### config.mk
export PLATFORM = sky130hd
export DESIGN_NAME = rf_port_arbiter
export DESIGN_NICKNAME = d
export VERILOG_FILES = /design/src/rtl/rf_port_arbiter.sv
export SDC_FILE = /design/constraint.sdc
export NUM_CORES = 1
export LEC_CHECK = 0
export ABC_AREA = 1
export CAP_MARGIN = 5
export CORE_AREA = 2 2 146 148
export DETAILED_ROUTE_END_ITERATION = 8
export DIE_AREA = 0 0 148 150
export GPL_TIMING_DRIVEN = 1
export PLACE_DENSITY = 0.67
export SLEW_MARGIN = 0
export SYNTH_ARGS = -nofsm -noshare
export SYNTH_HDL_FRONTEND = slang
export SYNTH_SLANG_ARGS = --single-unit
### constraint.sdc
create_clock -name clk -period 3.05 [get_ports clk]
set_input_delay 0.915 -clock clk [delete_from_list [all_inputs] [get_ports clk]]
set_output_delay 0.915 -clock clk [all_outputs]
set_load 0.03 [all_outputs]
### src/rtl/rf_port_arbiter.sv
// rf_port_arbiter: shares one register-file port among 4 read and 2 write
// clients, one operation per cycle, registered outputs.
// Ports: clk/rst; rd_req/rd_addr -> rd_gnt, rd_valid/rd_id/rd_data;
//        wr_req/wr_addr/wr_data -> wr_gnt; rf_re/rf_raddr, rf_we/rf_waddr/
//        rf_wdata to the register file, rf_rdata back (one cycle latency).
// Optional feature: define RF_ARB_STARVE_EN to enable the write-starvation
// counter (wait_cnt); otherwise reads strictly win over writes.
module rf_port_arbiter #(
    parameter int DATA_W   = 64,
    parameter int ADDR_W   = 5,
    parameter int MAX_WAIT = 8
) (
    input  logic                clk,
    input  logic                rst,
    input  logic [3:0]          rd_req,
    input  logic [4*ADDR_W-1:0] rd_addr,
    output logic [3:0]          rd_gnt,
    output logic                rd_valid,
    output logic [1:0]          rd_id,
    output logic [DATA_W-1:0]   rd_data,
    input  logic [1:0]          wr_req,
    input  logic [2*ADDR_W-1:0] wr_addr,
    input  logic [2*DATA_W-1:0] wr_data,
    output logic [1:0]          wr_gnt,
    output logic                rf_re,
    output logic [ADDR_W-1:0]   rf_raddr,
    output logic                rf_we,
    output logic [ADDR_W-1:0]   rf_waddr,
    output logic [DATA_W-1:0]   rf_wdata,
    input  logic [DATA_W-1:0]   rf_rdata
);

    typedef enum logic [1:0] {
        IDLE,
        READ,
        WRITE
    } state_t;

    state_t     state;
    state_t     state_nx;
    logic [1:0] rr_ptr;
    logic [1:0] rd_sel_q;
    logic [3:0] rd_el;
    logic [1:0] wr_el;
    logic       rd_found;
    logic [1:0] rd_sel;
    logic [1:0] idx;
    logic       wr_sel;
    logic       starve;

`ifdef RF_ARB_STARVE_EN
    logic [3:0] wait_cnt;
`endif

    assign rd_data = rf_rdata;
    assign rf_re   = (state == READ);
    assign rf_we   = (state == WRITE);

    always_comb begin
        // A client whose grant is currently high is being served this
        // cycle; its still-asserted request must not win again.
        rd_el    = rd_req & ~rd_gnt;
        wr_el    = wr_req & ~wr_gnt;
        rd_found = 1'b0;
        rd_sel   = 2'd0;
        idx      = 2'd0;
        for (int k = 0; k < 4; k++) begin
            idx = rr_ptr + 2'(k);
            if (!rd_found && rd_el[idx]) begin
                rd_found = 1'b1;
                rd_sel   = idx;
            end
        end
        wr_sel = ~wr_el[0];
`ifdef RF_ARB_STARVE_EN
        starve = (|wr_el) && (wait_cnt == 4'(MAX_WAIT));
`else
        starve = 1'b0;
`endif
        state_nx = IDLE;
        if (rd_found && !starve)
            state_nx = READ;
        else if (|wr_el)
            state_nx = WRITE;
    end

    always_ff @(posedge clk or posedge rst) begin
        if (rst) begin
            state    <= IDLE;
            rd_gnt   <= '0;
            wr_gnt   <= '0;
            rr_ptr   <= '0;
            rd_sel_q <= '0;
            rd_valid <= 1'b0;
            rd_id    <= '0;
            rf_raddr <= '0;
            rf_waddr <= '0;
            rf_wdata <= '0;
        end else begin
            state    <= state_nx;
            rd_gnt   <= '0;
            wr_gnt   <= '0;
            rd_valid <= (state == READ);
            if (state == READ)
                rd_id <= rd_sel_q;
            if (state_nx == READ) begin
                rd_gnt[rd_sel] <= 1'b1;
                rd_sel_q       <= rd_sel;
                rr_ptr         <= rd_sel + 2'd1;
                rf_raddr       <= rd_addr[rd_sel*ADDR_W +: ADDR_W];
            end
            if (state_nx == WRITE) begin
                wr_gnt[wr_sel] <= 1'b1;
                rf_waddr       <= wr_addr[wr_sel*ADDR_W +: ADDR_W];
                rf_wdata       <= wr_data[wr_sel*DATA_W +: DATA_W];
            end
        end
    end

`ifdef RF_ARB_STARVE_EN
    always_ff @(posedge clk or posedge rst) begin
        if (rst)
            wait_cnt <= '0;
        else if (state_nx == WRITE)
            wait_cnt <= '0;
        else if ((|wr_el) && (wait_cnt != 4'(MAX_WAIT)))
            wait_cnt <= wait_cnt + 4'd1;
    end
`endif

endmodule

Word-level counts from Yosys, hierarchy flattened
Cells that the tools add are included.

Word-level logic and storage cells: 69. Register bits: 89. Latch bits: 0. Bits in read-only memories: 0. Output and inout bits: 149. Memories kept: 0. RAM bits: 0.

$add $sub $neg: 4. Order comparisons: 8. Shift-type cells: 3. Div/mod/pow operators: 0. Reduce and logical (&&, ||, !) cells: 9. Bitwise gates (word level): 5. $mul: 2. Muxes and demuxes: 24. Eq/ne operators: 4.

Operators with widths (number): variable part select 128 x 8 -> 64 bit (1); variable part select 20 x 6 -> 5 bit (1); less-than comparator 2 x 3 -> 1 bit (second input constant) (5); two-way mux 2 bit (7); two-way mux 1 bit (10); variable part select 10 x 5 -> 5 bit (1); binary-select mux 1 bit (select 2 bit) (4); logical AND 1 bit (5); multiplier 2 x 3 -> 5 bit (second input constant) (1); adder 2 x 1 -> 2 bit (second input constant) (2); adder 2 bit (second input constant) (2); AND 4 bit (1); equality test 2 x 1 -> 1 bit (second input constant) (2); equality test 2 bit (second input constant) (2); multiplier 1 x 3 -> 4 bit (second input constant) (1); two-way mux 4 bit (1); inverter 4 bit (1); logical NOT 1 bit (3); AND 2 bit (1); demux 1 bit (select 2 bit) (1); greater-or-equal comparator 2 x 1 -> 1 bit (second input constant) (1); less-than comparator 1 x 2 -> 1 bit (second input constant) (1); inverter 2 bit (1); OR reduction 2 bit (1); other kinds (3) (3).

Logic depth before layout (Yosys ltp)
Word-level depth: 19. Mapped depth: 16.

Worst setup path before layout
Ideal clock, no wire load.

Path kind: input port to flip-flop. Start: input port rd_req[3]. End: register rf_waddr[0]. Buffers on the path: 2. Slack: 887 ps. Setup time: 130 ps. Data required time: 2920 ps. Stages: 12. Arrival time: 2033 ps. Path through: nand3_1 > nand3_1 > nand2_2 > nand2_2 > nor2_4 > nand2_2 > inv_4 > nand2_2 > inv_2 > buf_8 > buf_2 > a31oi_1.

Longest elaborated chain between the ends: 15. Elaborated cells between the ends (all ways): 21. Classes of those cells: eq/ne: 1; mux: 13; bitwise: 1; reduce/logical: 6.

Ends and longest elaborated chain: start: declaration (line 15) `input logic [3:0] rd_req,`; AND 4 bit * (line 62) `rd_el = rd_req & ~rd_gnt;`; binary-select mux 1 bit (select 2 bit) (line 69) `if (!rd_found && rd_el[idx]) begin`; two-way mux 1 bit (not written as such) (line 69); two-way mux 1 bit (line 69); logical NOT 1 bit (line 69); logical AND 1 bit (line 69); two-way mux 1 bit (line 69); logical NOT 1 bit (line 69); logical AND 1 bit (line 69); two-way mux 1 bit (line 69); logical NOT 1 bit (line 69); logical AND 1 bit (line 69); two-way mux 1 bit * (line 69); two-way mux 2 bit * (line 81) `if (rd_found && !starve)`; equality test 2 bit * (line 112) `if (state_nx == WRITE) begin`; end signal: assignment (line 114) `rf_waddr <= wr_addr[wr_sel*ADDR_W +: ADDR_W];`; end: declaration (line 28) `output logic [ADDR_W-1:0] rf_waddr,`.

Every way passes the cells marked *; elsewhere a longest branch is shown, timed or not. The select of a mux whose other input is x is not followed. A chain may end at the register's enable or synchronous reset.

Worst setup path in the final report
Start: register state[1]. End: output port rf_re.

Longest elaborated chain between the ends: 1.

Ends and longest elaborated chain: start: declaration (line 39) `state_t state;`; start signal: assignment (line 100) `state <= state_nx;`; equality test 2 x 1 -> 1 bit (line 56) `assign rf_re = (state == READ);`; end: declaration (line 25) `output logic rf_re,`.

No other way between the ends.

==> metrics.md <==
| Metric | Value |
|---|---|
| Run status | complete, no violations |
| Final Routed Wirelength | 15800 um |
| Worst Path Max Fanout | 5 |
| Max Slew Vio Count | 0 |
| Chip height | 150 um |
| Largest cells by area after synthesis | dfrtp_1 (47%), nand2_1 (16%), buf_4 (10%), a31oi_1 (9.0%), nor2_1 (5.9%) |
| Htree depth | 3 |
| Post-route minimum period | 2.55 ns |
| Top cell type's share of synthesized area | 46.6% |
| Num rows | 53 |
| Setup WS pre-CTS | 0.130 ns |
| CP endpoint kind | output port |
| Clk_skew | 0.00900 ns |
| Reg2reg path depth | 13 |
| Switching share of power | 46.6% |
| Worst setup margin | 0.500 ns |
| Comb power frac | 60.9% |
| Most frequent cells in the layout | clkdlybuf4s50_1 (250), nand2_1 (208), dfrtp_1 (89) |
| Initial Utilization | 23.1% |
| Sequential share of power | 26.0% |
| CTS Hold Bufs | 0 |
| Routability cong. | 0.816 |
| Initial antenna violation count | 0 |
| Die width | 148 um |
| Synth Cell Area | 4780 um^2 |
| TritonCTS Buffers | 9 |
| Area delta synth->final | 55.2% |
| Internal power | 4.42 mW |
| CP bufs+invs | 3 |
| Clk_lat worst skew | 0.35 ns |
| Count of cells resized by post-cts repair | 0 |
| Total GRT Usage | 13.8% |
| Startpoint class of the critical path | flop |
| Initial DRC count | 192 |
| Seq cells post-synth | 89 |
| Clk root buf | clkbuf_16 |
| Final ANT Viol Nets | 0 |
| Antenna diode count | 0 |
| DP HPWL | 11500 um |
| Setup Buffers After CTS | 0 |
| Clock sink total | 89 |
| Largest net degree at the start of global routing | 90 |
| Wirelength per Cell | 14.8 um |
| Die area | 22200 um^2 |
| Worst path most repeated cell | inv_1 |
| Drt via density | 4.32 |
| Worst Tran Pin Value | 0.516 ns |
| Critical path depth | 4 |
| Io pins | 379 |
| Reg2reg setup slack | 0.85 ns |
| Vias | 4608 |
| Maxcap violations | 0 |
| Hold path cells | 2 |
| Critical path data arrival time | 1.63 ns |
| RSZ-0062 raised after global routing | no |
| Yosys warning count | 0 |
| Total net switching power | 3.85 mW |
| Most common cell after layout, fill and taps aside | clkdlybuf4s50_1 |
| CP max stage delay | 0.67 ns |
| Maximum VDD drop | 0.421 mV |
| First-pass GRT wire length | 23900 um |
| CP Data Required Time | 2.13 ns |
| Hold Path Class | reg -> reg |
| Kind of critical path | reg -> out |
| Slew Limit Headroom | 65.6% |
| CTS clk-pin slew, worst paths | 0.07 ns |
| Placed insts | 1051 |
| Maximum root-to-sink buffer count | 2 |
| Pwr dens | 1110 nW/um^2 |
| Leading area contributor after synthesis | dfrtp_1 |
| Non-Filler Instances | 1067 |
| Number of global-route vias before repair | 4406 |
| Cell Chain, Critical Path | inv_1 -> nand2_1 -> inv_1 -> clkdlybuf4s50_1 |
| CP max stage cell | clkdlybuf4s50_1 |
| DR DRC count | 0 |
| Syn Area/Cell | 7.81 um^2 |
| Drt first pass iters | 4 |
| Setup TNS | 0 ns |
| Seq/Total Area, Yosys | 46.6% |
| I/O Buffers | 250 |
| Leakage | 3.17 nW |
| Clock Power Share | 13.1% |
| Synth cell types | 23 |
| Fmax | 392 MHz |
| Final cycle utilization of the critical path | 83.6% |
| Syn nets | 842 |
| CTS tree | yes |
| Share of layout cells above drive strength 1 | 5.93% |
| CORE AREA | 20700 um^2 |
| Grt ovf | 0 |
| Hold Vio Cnt, Final | 0 |
| Nets | 1017 |
| CP top delay family | buffers and inverters |
| Cells after synthesis | 612 |
| Final setup vio count | 0 |
-- Yosys cell counts --
cell and number:
a31oi_1 69, buf_2 10, nand3_1 25, inv_2 3, inv_6 1, clkbuf_1 16
buf_6 4, buf_8 2, dfrtp_1 89, inv_1 18, nand3_2 2, o211ai_1 1
inv_4 1, a21oi_1 4, nand2_2 9, o21ai_0 5, buf_4 66, nor2_1 75
nor2_4 1, o21bai_1 1, nor3_1 1, nand2_1 208, nand4_1 1
-- sequential cells by signal, summed over array words and instances (netlist names) --
name / cells
rd_id: 2
rr_ptr: 2
rd_sel_q: 2
rf_waddr: 5
rd_valid: 1
state: 2
rf_raddr: 5
wr_gnt: 2
rd_gnt: 4
rf_wdata: 64
-- per-layer routing --
layer | global-route usage [%] | vias to the layer above | part of all wire (%)
met1 | 16.6 | 2136 | 42
met3 | 3.72 | 54 | 6.5
met5 | 0 | - | 0
met2 | 23.3 | 154 | 49
met4 | 6.05 | 0 | 3.2
li1 | - | 2264 | -
-- worst register-to-register path: cells and delay by family (launching register included) --
family | cells | cell delay (ns)
simple gates | 8 | 0.73
flops | 1 | 0.58
buf+inv | 4 | 0.63
compound gates | 1 | 0.16
-- worst paths after layout --
| path | from | end |
|---|---|---|
| worst min register to register | rd_id[1]$_DFFE_PP0P_ | rd_id[1]$_DFFE_PP0P_ |
| worst max-delay path | state[1]$_DFF_PP0_ | rf_re |
| min in group asynchronous | rst | rf_wdata[55]$_DFFE_PP0N_ |
| max in group asynchronous | rst | rf_wdata[30]$_DFFE_PP0N_ |
| worst min-delay path | rd_id[1]$_DFFE_PP0P_ | rd_id[1]$_DFFE_PP0P_ |
| worst max register to register | rr_ptr[0]$_DFFE_PP0N_ | rf_wdata[44]$_DFFE_PP0N_ |
-- cell families (layout without fill, tap and decap cells) --
family	after synthesis	after routing	share of synthesized area, %
AOI/OAI and AO/OA	80	80	10.3
buffers and inverters	121	301	16.2
DFF	89	89	46.6
and+or+nand+nor	322	322	26.9
-- per-stage QoR --
step / util [%] / hold WS, ns / cell area, um^2 / total power, mW
4_1_cts: 35.9 / 0.500 / 7420 / 8.39
5_1_grt: 35.9 / 0.520 / 7420 / 8.93
3_5_place_dp: 34.5 / 0.480 / 7140 / 7.27
3_3_place_gp: 34.5 / 0.468 / 7140 / 7.19
2_1_floorplan: - / 0.478 / 4780 / 5.46
6_report: 35.9 / 0.495 / 7420 / 8.26
-- power groups by stage --
stage	Clock, mW	Combinational (mW)	Sequential, mW
6_report	1.08	5.03	2.15
3_3_place_gp	0	5.02	2.17
3_5_place_dp	0	5.10	2.17
2_1_floorplan	0	2.28	3.18
4_1_cts	1.13	5.10	2.16
5_1_grt	1.18	5.52	2.23
-- layout make-up --
class | count | area [um^2]
fill | 2171 | 13300
timing repair buffer | 262 | 2680
sequential | 89 | 2230
multi-input combinational | 402 | 1790
tap | 275 | 344
clock buffer | 10 | 239
inverter | 23 | 100
clock inverter | 6 | 42.5
Power figures use the tool's default switching activity.
